[src/rtl/countdown_sequencer.sv]
// Preset-loaded down-counter sequencer with prescaled ticks, pause/hold,
// stop/restart priority and optional auto-reload on terminal count.
module countdown_sequencer #(
  parameter int unsigned WIDTH = 4,
  parameter int unsigned DIV   = 1
) (
  input  logic             Clk,
  input  logic             RST,
  input  logic             START,
  input  logic             STOP,
  input  logic             PAUSE,
  input  logic             AUTO,
  input  logic [WIDTH-1:0] PRESET,
  output logic [WIDTH-1:0] OUT,
  output logic             BUSY,
  output logic             DONE,
  output logic [1:0]       STATE
);

  localparam int unsigned PW = (DIV > 1) ? $clog2(DIV) : 1;

  typedef enum logic [1:0] {
    S_IDLE = 2'b00,
    S_RUN  = 2'b01,
    S_HOLD = 2'b10,
    S_DONE = 2'b11
  } state_t;

  state_t          r_state;
  logic [WIDTH-1:0] r_out;
  logic [PW-1:0]   r_presc;
  logic            r_done;
  logic            w_tick;

  assign w_tick = (r_presc == PW'(DIV - 1));

  always_ff @(posedge Clk or negedge RST) begin
    if (!RST) begin
      r_state <= S_IDLE;
      r_out   <= '0;
      r_presc <= '0;
      r_done  <= 1'b0;
    end else begin
      r_done <= 1'b0;
      if (STOP) begin
        r_state <= S_IDLE;
        r_out   <= '0;
        r_presc <= '0;
      end else if (START) begin
        r_presc <= '0;
        if (PRESET == '0) begin
          r_out   <= '0;
          r_state <= S_DONE;
          r_done  <= 1'b1;
        end else begin
          r_out   <= PRESET;
          r_state <= S_RUN;
        end
      end else begin
        case (r_state)
          // Leaving HOLD counts on the same edge so a P-cycle pause costs exactly P cycles.
          S_RUN, S_HOLD: begin
            if (PAUSE) begin
              r_state <= S_HOLD;
            end else begin
              r_state <= S_RUN;
              if (w_tick) begin
                r_presc <= '0;
                if (r_out == WIDTH'(1)) begin
                  r_out   <= '0;
                  r_state <= S_DONE;
                  r_done  <= 1'b1;
                end else begin
                  r_out <= r_out - WIDTH'(1);
                end
              end else begin
                r_presc <= r_presc + PW'(1);
              end
            end
          end
          S_DONE: begin
            if (AUTO) begin
              if (PRESET == '0) begin
                r_done <= 1'b1;
              end else begin
                r_out   <= PRESET;
                r_presc <= '0;
                r_state <= S_RUN;
              end
            end
          end
          default: ;
        endcase
      end
    end
  end

  assign OUT   = r_out;
  assign DONE  = r_done;
  assign STATE = r_state;
  assign BUSY  = (r_state == S_RUN) || (r_state == S_HOLD);

endmodule

[config.mk]
export PLATFORM = sky130hd
export DESIGN_NAME = countdown_sequencer
export DESIGN_NICKNAME = d
export VERILOG_FILES = /design/src/rtl/countdown_sequencer.sv
export SDC_FILE = /design/constraint.sdc
export NUM_CORES = 1
export LEC_CHECK = 0
export ABC_AREA = 1
export BUFFER_PORTS_ARGS = -buffer_cell sky130_fd_sc_hd__buf_2
export CORE_AREA = 10 10 47 49
export DETAILED_ROUTE_END_ITERATION = 8
export DIE_AREA = 0 0 57 59
export PLACE_DENSITY = 0.68
export SYNTH_ARGS = -nofsm -noshare
export SYNTH_HDL_FRONTEND = slang
export SYNTH_SLANG_ARGS = --single-unit
export TNS_END_PERCENT = 1
[constraint.sdc]
create_clock -name Clk -period 1.6 [get_ports Clk]
set_input_delay 0.08 -clock Clk [delete_from_list [all_inputs] [get_ports Clk]]
set_output_delay 0.08 -clock Clk [all_outputs]
set_load 0.01 [all_outputs]
Word-level counts from Yosys, hierarchy flattened
Index checks and enable logic that the tools add are counted.
{"block": "totals", "in_bits": 10, "regBits": 8, "output_inout_bits": 8}
{"block": "op_classes", "n_reduce_logical": 7, "add_sub_neg": 2, "mux": 33, "n_eq_ne": 8}
{"operator": "2-to-1 mux 4 bit", "count": 8}
{"operator": "2-to-1 mux 2 bit", "count": 8}
{"operator": "!= test 4 bit, second input constant", "count": 4}
{"operator": "2-to-1 mux 1 bit", "count": 13}
{"operator": "one-hot mux 4 bit (2 select lines)", "count": 1}
{"operator": "AND reduction 5 bit", "count": 1}
{"operator": "equality test 2 bit, second input constant", "count": 2}
{"operator": "equality test 4 x 1 -> 1 bit, second input constant", "count": 1}
{"operator": "zero test 4 bit", "count": 1}
{"operator": "one-hot mux 1 bit (2 select lines)", "count": 2}
{"operator": "one-hot mux 2 bit (2 select lines)", "count": 1}
{"operator": "AND reduction 4 bit", "count": 1}
{"operator": "nonzero test 4 bit", "count": 1}
{"operator": "subtractor 4 x 1 -> 4 bit, second input constant", "count": 1}
{"operator": "AND reduction 3 bit", "count": 1}
{"operator": "equality test 2 x 1 -> 1 bit, second input constant", "count": 1}
{"operator": "OR reduction 2 bit", "count": 1}
{"operator": "adder 1 bit, second input constant", "count": 1}
{"operator": "logical OR 1 bit", "count": 1}

Longest topological paths before layout
Gate-level depths: netlist of run 1.
{"block": "logic_depth", "word_depth": 7, "ltp_mapped": 8, "ltp_nobuf": 8}

Worst setup path before layout of run 1
No wires, ideal clock.
{"block": "synth_timing", "path_type": "register to register", "startpoint": "reg r_state[0], in the netlist STATE[0]", "endpoint": "reg r_out[2], in the netlist OUT[2]", "slack_ns": 0.263, "arrival_ns": 1.220, "stages_incl_launch_ff": 9, "path_buffers": 0, "required_time_ns": 1.483, "cell_sequence": "dfrtp_1 inv_1 ha_1 nand2_1 nand3_2 nand2_4 inv_4 nand2_1 nand2_1"}
{"block": "synth_via", "elab_chain_len": 5}
{"element": "start, declared", "line_no": "29", "rtl": "state_t r_state;"}
{"element": "start signal, assigned", "line_no": "39", "rtl": "r_state <= S_IDLE;"}
{"element": "start signal, assigned", "line_no": "46", "rtl": "r_state <= S_IDLE;"}
{"element": "start signal, assigned", "line_no": "53", "rtl": "r_state <= S_DONE;"}
{"element": "equality test 2 x 1 -> 1 bit or equality test 2 bit (tied branches)", "line_no": "60", "rtl": "case (r_state)"}
{"element": "OR reduction 2 bit", "line_no": "60"}
{"element": "one-hot mux 4 bit (2 select lines)", "line_no": "60"}
{"element": "2-to-1 mux 4 bit", "line_no": "49", "rtl": "end else if (START) begin"}
{"element": "2-to-1 mux 4 bit", "line_no": "45", "rtl": "if (STOP) begin"}
{"element": "end signal, assigned", "line_no": "74", "rtl": "r_out <= r_out - WIDTH'(1);"}
{"element": "end, declared", "line_no": "30", "rtl": "logic [WIDTH-1:0] r_out;"}
Parallel ways exist; a longest one is shown, timed or not.
A chain may end at the register's enable or synchronous reset.

Worst setup path after layout of run 1
Ends and elaborated chain as after synthesis.

==> impl_metrics.json, run 1 <==
{
  "max-vdd-ir-drop_mv": 0.583,
  "synthArstFlopShare": 1.00,
  "start_util": 0.424,
  "multi_input_area_um2": 360,
  "nNetsFinal": 118,
  "path_clk_slew_ps": 50,
  "pwr_density_cell_nw_per_um2": 836,
  "drc": 0,
  "ys_ff_latch": 7,
  "place.gp.congestion": 0.881,
  "wl_per_cell_um": 12.5,
  "first_pass_iters": 4,
  "place_area_um2": 699,
  "grt_util_met1": 0.0978,
  "clk_latency_ps": 240,
  "period_share": 0.833,
  "die_area_um2": 3360,
  "internal_power_uw": 386,
  "synth.avg_cell_area_um2": 7.34,
  "antenna_found_initial": 0,
  "finalCriticalPeriod_ps": 1330,
  "switchingPower_uw": 229,
  "crit_arrival_ps": 1460,
  "worstSetupPathType": "flip-flop to flip-flop",
  "grt-ovfl-total": 0,
  "max-slew-margin-rel": 0.853,
  "numPortBuffers": 17,
  "hold_viol_final": 0,
  "maxSlewViolCount": 0,
  "slowest_delay_ps": 390,
  "grt_max_degree": 8,
  "hold_class": "input pin to flip-flop",
  "drtAntennaViolNets": 0,
  "grt_pass1_wl_mm": 2.48,
  "core.rowCount": 14,
  "grtUsageMet3": 0.0279,
  "diodes": 0,
  "cp-end-kind": "flip-flop",
  "synthToLayoutAreaGrowth_pct": 23.8,
  "die_w_um": 57,
  "fmax_ghz": 0.751,
  "synth_edf_count": 0,
  "tightest_slew_ps": 221,
  "synth_flop_cell": "dfrtp_1",
  "viasPerCell": 4.81,
  "cap_viol_max_count": 0,
  "vias": 572,
  "cts_made_buffers": 3,
  "grt.met2_usage": 0.155,
  "p_leak_nw": 0.408,
  "yosys_warnings": 0,
  "die_y_um": 59,
  "synth_top_cell_area_share": 0.295,
  "seq_area_um2": 175,
  "num_io_pins": 18,
  "grt_pass1_vias": 583,
  "tns_ps": 0,
  "grt.total_usage": 0.0883,
  "cp.required_ps": 1730,
  "switching_share": 0.372,
  "yosys.area.top_type": "dfrtp_1",
  "worstPathMaxFanout": 5,
  "yosysUniqueCellTypes": 20,
  "min-delay-start": "START",
  "dp_hpwl_mm": 1.25,
  "drive_gt1_frac": 0.388,
  "slowest_stage": "dfrtp_1",
  "clock-sinks": 7,
  "crit_start": "STATE[0]",
  "status": "completed",
  "clock-skew-final_ps": 1.34,
  "r2r-start": "STATE[0]",
  "finalSetupViolations": 0,
  "clk_path_buf_depth": 2,
  "path_common_cell": "nand2_1",
  "rsz0062_at_grt": "no",
  "syn-num-nets": 95,
  "worstPathCellList": "ha_1, a21oi_2, nand3_2, nand2_4, inv_4, nand2_1, nand2_1",
  "synthCells": 81,
  "synth_most_common_cell": "nand2_1",
  "seqPwrFrac": 0.364,
  "cts.root.buffer_cell": "clkbuf_4",
  "fillers": 160,
  "final_area_um2": 736,
  "yosysSeqAreaShare": 0.295,
  "synth_top_cells_by_count": "nand2_1, inv_1, dfrtp_1, nand3_1",
  "drt_iter0_drc": 9,
  "coreArea_um2": 1400,
  "clkPwrFrac": 0.253,
  "synth_area_leaders": "dfrtp_1, nand2_1, ha_1",
  "synth.cell_area_um2": 594,
  "critPathLaunchType": "flip-flop",
  "drt_wl_total_mm": 1.49,
  "cts_tree": "yes",
  "busiest_layer": "met2",
  "combPwrFrac": 0.384,
  "htreeDepth": 1
}
## logic make-up (layout without fill, tap and decap cells)
group                    count (synthesis)  count (layout)  share of synthesized area
AO/OA/AOI/OAI                           11              11                      0.124
XOR/XNOR                                 1               1                     0.0147
adder cells (fa/ha/maj)                  4               4                     0.0842
buffers and inverters                   15              37                     0.0990
flip-flops                               7               7                      0.295
AND/OR/NAND/NOR                         43              43                      0.383
## flip-flops by register name, summed over array words and instances (netlist names)
register / cells
DONE: 1
OUT: 4
STATE: 2
## final timing paths
check,endpoint,slack [ps],cells after the start
max in group asynchronous,OUT[0],1270,2
max reg2reg,OUT[2],270,7
min reg2reg,OUT[1],560,2
min,DONE,160,3
min in group asynchronous,OUT[3],190,2
max,OUT[2],270,7
## cells in the final DEF, fill, tap and decap left out, types with 2 or more instances in the layout
| master | synthesis | routed |
|---|---|---|
| a21oi_1 | 2 | 2 |
| a21oi_2 | 2 | 2 |
| buf_2 | 0 | 17 |
| clkbuf_4 | 0 | 3 |
| dfrtp_1 | 7 | 7 |
| ha_1 | 4 | 4 |
| inv_1 | 10 | 10 |
| inv_2 | 4 | 4 |
| nand2_1 | 25 | 25 |
| nand2_4 | 2 | 2 |
| nand3_1 | 6 | 6 |
| nand3_2 | 3 | 3 |
| nor2_2 | 2 | 2 |
| nor2_4 | 2 | 2 |
| o21ai_1 | 3 | 3 |
| o21ai_2 | 3 | 3 |
## cell type report
class                   instances  share of cell area
well taps                      16              0.0272
clock buffers                   4              0.0357
inverters                      15              0.0799
repair buffers                 18               0.129
multi-input cells              59               0.490
flip-flops and latches          7               0.238
## routing by layer
layer  up-vias  share of wire
li1        296              -
met4         0              0
met3         0          0.048
met2        15           0.51
met1       261           0.44
met5         -              0
## power groups by stage
stage          combinational [mW]  sequential [mW]  clock (mW)
2_1_floorplan               0.147            0.231           0
3_3_place_gp                0.229            0.226           0
3_5_place_dp                0.235            0.226           0
4_1_cts                     0.239            0.224       0.163
5_1_grt                     0.267            0.227       0.173
6_report                    0.236            0.224       0.155
## worst max-delay path, delay by kind of cell (launching register included)
kind / cells / cell delay, ps
adders and majority gates: 1 / 270
and+or+nand+nor: 4 / 330
DFF: 1 / 390
AOI/OAI and AO/OA: 1 / 200
buffers and inverters: 1 / 40
## stage by stage
step / cells / util / hold WS [ps] / total power [mW] / worst slack [ps]
after detailed placement: 114 / 0.499 / -84.6 / 0.461 / 292
after global placement: 114 / 0.499 / -84.1 / 0.455 / 329
after CTS: 119 / 0.525 / 160 / 0.626 / 276
after floorplan: 81 / - / -216 / 0.379 / 263
after global routing: 119 / 0.525 / 159 / 0.667 / 186
final: 119 / 0.525 / 163 / 0.615 / 268
## repair_timing
| action | CTS | global route |
|---|---|---|
| hold buffers | 1 | 0 |
| buffers inserted | 0 | 0 |
| resized for setup | 0 | 0 |
| endpoints found under the hold margin | 7 | 0 |
Note: power is estimated with default switching activity, not from simulation.
==> inputs of run 2 (changes only) <==
--- a/config.mk
+++ b/config.mk
@@ -5,12 +5,12 @@
 export SDC_FILE = /design/constraint.sdc
 export NUM_CORES = 1
 export LEC_CHECK = 0
-export ABC_AREA = 1
+export ABC_AREA = 0
 export BUFFER_PORTS_ARGS = -buffer_cell sky130_fd_sc_hd__buf_2
 export CORE_AREA = 10 10 47 49
 export DETAILED_ROUTE_END_ITERATION = 8
 export DIE_AREA = 0 0 57 59
-export PLACE_DENSITY = 0.68
+export PLACE_DENSITY = 0.62
 export SYNTH_ARGS = -nofsm -noshare
 export SYNTH_HDL_FRONTEND = slang
 export SYNTH_SLANG_ARGS = --single-unit
==> constraint.sdc (replaced) <==
create_clock -name Clk -period 1.4 [get_ports Clk]
set_input_delay 0.07 -clock Clk [delete_from_list [all_inputs] [get_ports Clk]]
set_output_delay 0.07 -clock Clk [all_outputs]
set_load 0.01 [all_outputs]
==> impl_metrics.json, run 2 <==
{
  "status": "finished, violations left",
  "violations": "setup timing",
  "combPwrFrac": 0.422,
  "p_leak_nw": 0.404,
  "nNetsFinal": 104,
  "layout_common_cells": "buf_2, buf_4, dfrtp_1",
  "cts_tree": "yes",
  "synthToLayoutAreaGrowth_pct": 55.4,
  "wl_per_cell_um": 14.2,
  "largest_register_ffs": 4,
  "seq_area_um2": 175,
  "syn-num-nets": 67,
  "internal_power_uw": 510,
  "drt_wl_total_mm": 1.49,
  "place.gp.congestion": 0.776,
  "ys_ff_latch": 7,
  "die_area_um2": 3360,
  "tns_ps": -1470,
  "crit_arrival_ps": 1820,
  "vias": 540,
  "hold_class": "input pin to flip-flop",
  "start_util": 0.374,
  "grt_max_degree": 10,
  "critPathLaunchType": "flip-flop",
  "clock-skew-final_ps": 5.92,
  "yosys_warnings": 0,
  "switching_share": 0.330,
  "yosysUniqueCellTypes": 25,
  "rsz0062_at_grt": "yes",
  "synthCells": 53,
  "synth_top_cell_area_share": 0.334,
  "num_io_pins": 18,
  "antenna_found_initial": 0,
  "synth.avg_cell_area_um2": 9.89,
  "synth_top_cells_by_count": "dfrtp_1, nor2_1, inv_1, mux2_2, ha_1",
  "slowest_stage": "dfrtp_1",
  "htreeDepth": 1,
  "yosys.area.top_type": "dfrtp_1",
  "grt-ovfl-total": 0,
  "hold_viol_final": 0,
  "diodes": 0,
  "worstSetupPathType": "flip-flop to flip-flop",
  "cap_viol_max_count": 0,
  "max-slew-margin-rel": 0.788,
  "place_ws_ps": -366,
  "seqPwrFrac": 0.321,
  "synth_edf_count": 0,
  "core.rowCount": 14,
  "die_y_um": 59,
  "cp-end-kind": "flip-flop",
  "viasPerCell": 5.14,
  "clock-sinks": 7,
  "drt_iter0_drc": 9,
  "path_clk_slew_ps": 60,
  "worstPathMaxFanout": 4,
  "grt_pass1_vias": 586,
  "min-delay-start": "STOP",
  "synthArstFlopShare": 1.00,
  "switchingPower_uw": 251,
  "fmax_ghz": 0.594,
  "fin_ws_ps": -282,
  "dp_hpwl_mm": 1.28,
  "drc": 0,
  "coreArea_um2": 1400,
  "cp.required_ps": 1540,
  "clk_path_buf_depth": 2,
  "slowest_delay_ps": 420,
  "finalSetupViolations": 6,
  "maxSlewViolCount": 0,
  "finalCriticalPeriod_ps": 1680,
  "multi_input_area_um2": 359,
  "path_buf_inv": 1,
  "worstPathCellList": "inv_2, ha_4, nor2_2, a31o_4, a211oi_4, mux2_4",
  "pwr_density_cell_nw_per_um2": 934,
  "die_w_um": 57,
  "yosysSeqAreaShare": 0.334,
  "fillers": 130,
  "period_share": 1.20,
  "cts.root.buffer_cell": "clkbuf_4",
  "grt.total_usage": 0.0892,
  "grt_pass1_wl_mm": 2.48,
  "tightest_slew_ps": 315,
  "crit_start": "STATE[1]",
  "synth_flop_cell": "dfrtp_1",
  "final_common_cell": "buf_2",
  "numPortBuffers": 17,
  "synth.cell_area_um2": 524,
  "synth_area_leaders": "dfrtp_1, mux2_2, ha_1",
  "max-vdd-ir-drop_mv": 0.496,
  "synth_most_common_cell": "dfrtp_1",
  "r2r-start": "STATE[1]",
  "drtAntennaViolNets": 0,
  "clk_latency_ps": 250,
  "cts_made_buffers": 3,
  "first_pass_iters": 4,
  "drive_gt1_frac": 0.584,
  "cp_top_family": "compound AO/OA/AOI/OAI gates",
  "clkPwrFrac": 0.257
}
[run 2: changes by cell type in the layout (fill, tap and decap cells not counted), sizes merged, moves of 4 or more]
cell / delta
nand2: -27
buf: +16
inv: -10
nand3: -9
mux2: +5
o21ai: -4
[run 2: cell families after synthesis]
family | synth area share
adder cells (fa/ha/maj) | 0.0955
buffers and inverters | 0.0525
flip-flops | 0.334
XOR/XNOR | 0.0167
multiplexers | 0.146
AO/OA/AOI/OAI | 0.205
AND/OR/NAND/NOR | 0.150
[run 2: power groups by stage]
stage / sequential, mW / combinational, mW / clock, mW
after global placement: 0.246 / 0.309 / 0
after CTS: 0.243 / 0.322 / 0.197
after floorplan: 0.262 / 0.160 / 0
final: 0.245 / 0.321 / 0.196
after detailed placement: 0.247 / 0.318 / 0
after global routing: 0.247 / 0.355 / 0.216
[run 2: path summary, 6_finish.rpt]
path,to,slack [ps],depth (start not counted)
setup / recovery,OUT[0],-280,6
hold / removal,DONE,140,2
setup reg to reg,OUT[0],-280,6
hold reg to reg,STATE[1],570,1
max in group asynchronous,STATE[0],1050,2
min in group asynchronous,OUT[2],180,2
[run 2: area by class of cell]
| type | instances | area share |
|---|---|---|
| tap | 16 | 0.0246 |
| sequential | 7 | 0.215 |
| inverter | 5 | 0.0230 |
| timing repair buffer | 34 | 0.264 |
| clock buffer | 4 | 0.0323 |
| multi-input combinational | 39 | 0.441 |
[run 2: stage by stage]
stage	hold slack [ps]	instance area [µm²]	utilization	power, mW	std cells
5_1_grt	164	815	0.581	0.819	105
3_5_place_dp	-81.7	769	0.549	0.565	100
2_1_floorplan	-226	553	-	0.422	53
4_1_cts	126	806	0.575	0.762	105
6_report	143	815	0.581	0.761	105
3_3_place_gp	-85.6	769	0.549	0.555	100
[run 2: worst register-to-register path: cells and delay by family (launching register included)]
| family | cells | cell delay (ps) |
|---|---|---|
| mux | 1 | 330 |
| simple gates | 1 | 50 |
| buf+inv | 1 | 90 |
| compound gates | 2 | 540 |
| flops | 1 | 420 |
| fa+ha+maj | 1 | 150 |
[run 2: what timing repair did]
action	CTS	global route
hold buffers	1	0
buffers inserted	0	0
endpoints found under the hold margin	7	0
gates resized for setup	1	2
endpoints found under the setup margin	6	7
[run 2: per-layer routing]
metal,up-vias,global-route usage,part of all wire
met1,262,0.0931,0.42
met4,0,0.0201,0
met2,15,0.157,0.51
li1,263,-,-
met3,0,0.0451,0.072
met5,-,0,0
==> inputs of run 3 (changes only) <==
==> constraint.sdc (replaced) <==
create_clock -name Clk -period 1.6 [get_ports Clk]
set_input_delay 0.08 -clock Clk [delete_from_list [all_inputs] [get_ports Clk]]
set_output_delay 0.08 -clock Clk [all_outputs]
set_load 0.01 [all_outputs]
==> impl_metrics.json, run 3 (synthesis gave the netlist of run 2 again) <==
{
  "worst_r2r_path_depth": 6,
  "clock-skew-final_ps": 5.40,
  "drt_iter0_drc": 1,
  "tightest_slew_ps": 326,
  "power_uw": 637,
  "slowest_stage": "dfrtp_1",
  "synthToLayoutAreaGrowth_pct": 55.1,
  "worstSetupPathType": "flip-flop to flip-flop",
  "max-vdd-ir-drop_mv": 0.701,
  "pwr_density_cell_nw_per_um2": 783,
  "cp.depth": 6,
  "vias": 500,
  "status": "finished, violations left",
  "die_y_um": 59,
  "clk_latency_ps": 250,
  "finalSetupViolations": 5,
  "dp.cells": 97,
  "cp.required_ps": 1760,
  "hold_ws_ps": 148,
  "coreArea_um2": 1400,
  "clk_path_buf_depth": 2,
  "viasPerCell": 4.90,
  "numPortBuffers": 17,
  "die_w_um": 57,
  "hold_class": "input pin to flip-flop",
  "critPathLaunchType": "flip-flop",
  "rsz0062_at_grt": "yes",
  "worstPathCellList": "ha_2, nor2_2, a31o_4, a211oi_4, buf_4, mux2i_1",
  "crit_arrival_ps": 1840,
  "nNetsFinal": 101,
  "p_leak_nw": 0.392,
  "cts_made_buffers": 3,
  "antenna_found_initial": 0,
  "finalCriticalPeriod_ps": 1670,
  "grt-ovfl-total": 0,
  "violations": "setup timing",
  "grt.total_usage": 0.0902,
  "cp_top_family": "compound AO/OA/AOI/OAI gates",
  "grt_pass1_vias": 549,
  "cts.root.buffer_cell": "clkbuf_4",
  "fin_ws_ps": -74.4,
  "num_io_pins": 18,
  "start_util": 0.374,
  "diodes": 0,
  "wl_per_cell_um": 13.0,
  "top_layer_used": "met3",
  "fmax_ghz": 0.597,
  "die_area_um2": 3360,
  "path_buf_inv": 1,
  "layout_common_cells": "buf_2, buf_4, dfrtp_1",
  "grt_pass1_wl_mm": 2.39,
  "worstPathMaxFanout": 4,
  "final_common_cell": "buf_2",
  "whs_path_depth": 2,
  "htreeDepth": 1,
  "drtAntennaViolNets": 0,
  "place.gp.congestion": 0.715,
  "max-slew-margin-rel": 0.782,
  "post-route-util": 0.580,
  "period_share": 1.05,
  "met2_length_um": 689,
  "path_clk_slew_ps": 50,
  "instances_no_fill": 102,
  "fillers": 138,
  "cts_tree": "yes",
  "dp_hpwl_mm": 1.17,
  "met1_length_um": 515,
  "grt_max_degree": 10,
  "slowest_delay_ps": 400,
  "dr_wl_met3_um": 125,
  "clock-sinks": 7,
  "maxSlewViolCount": 0,
  "drc": 0,
  "tns_ps": -328,
  "core.rowCount": 14,
  "drive_gt1_frac": 0.593,
  "cap_viol_max_count": 0,
  "first_pass_iters": 2,
  "largest_register_ffs": 4,
  "hold_viol_final": 0,
  "cp-end-kind": "flip-flop",
  "drt_wl_total_mm": 1.33
}
run 3: cell type report:
| cell class | count | area (µm²) | share of cell area |
|---|---|---|---|
| clock buffers | 4 | 26.3 | 0.0323 |
| multi-input cells | 39 | 380 | 0.468 |
| flip-flops and latches | 7 | 175 | 0.215 |
| well taps | 16 | 20.0 | 0.0246 |
| repair buffers | 31 | 193 | 0.237 |
| inverters | 5 | 18.8 | 0.0231 |
run 3: through the flow:
| stage | instance area (µm²) | worst slack (ps) |
|---|---|---|
| floorplan | 553 | -77.5 |
| global placement | 747 | -161 |
| detailed placement | 747 | -225 |
| CTS | 788 | -108 |
| global route | 813 | -170 |
| finish | 813 | -74.4 |
run 3: worst paths after layout:
kind                            endpoint      from  slack [ps]
max in group asynchronous           DONE       RST        1260
worst max register to register    OUT[1]  STATE[0]         -70
worst max-delay path              OUT[1]  STATE[0]         -70
worst min-delay path            STATE[1]      STOP         150
worst min register to register  STATE[0]  STATE[0]         610
min in group asynchronous         OUT[0]       RST         190
run 3: timing repair:
item,4_1_cts,5_1_grt
hold endpoints to repair,7,0
buffers inserted,0,0
resized for setup,2,5
gates cloned,0,0
hold buffers,1,0
pin swaps,0,1
endpoints found under the setup margin,6,6
run 3: per-layer routing:
layer  GRT usage  vias to the layer above
met2       0.153                       14
met5           0                        -
met4      0.0302                        0
met1      0.0886                      227
li1            -                      259
met3      0.0558                        0
run 3: where the power goes:
group | total, mW | switching, mW | internal [mW]
Clock | 0.153 | 0.0587 | 0.0948
Sequential | 0.223 | 0.0267 | 0.197
Combinational | 0.260 | 0.117 | 0.144
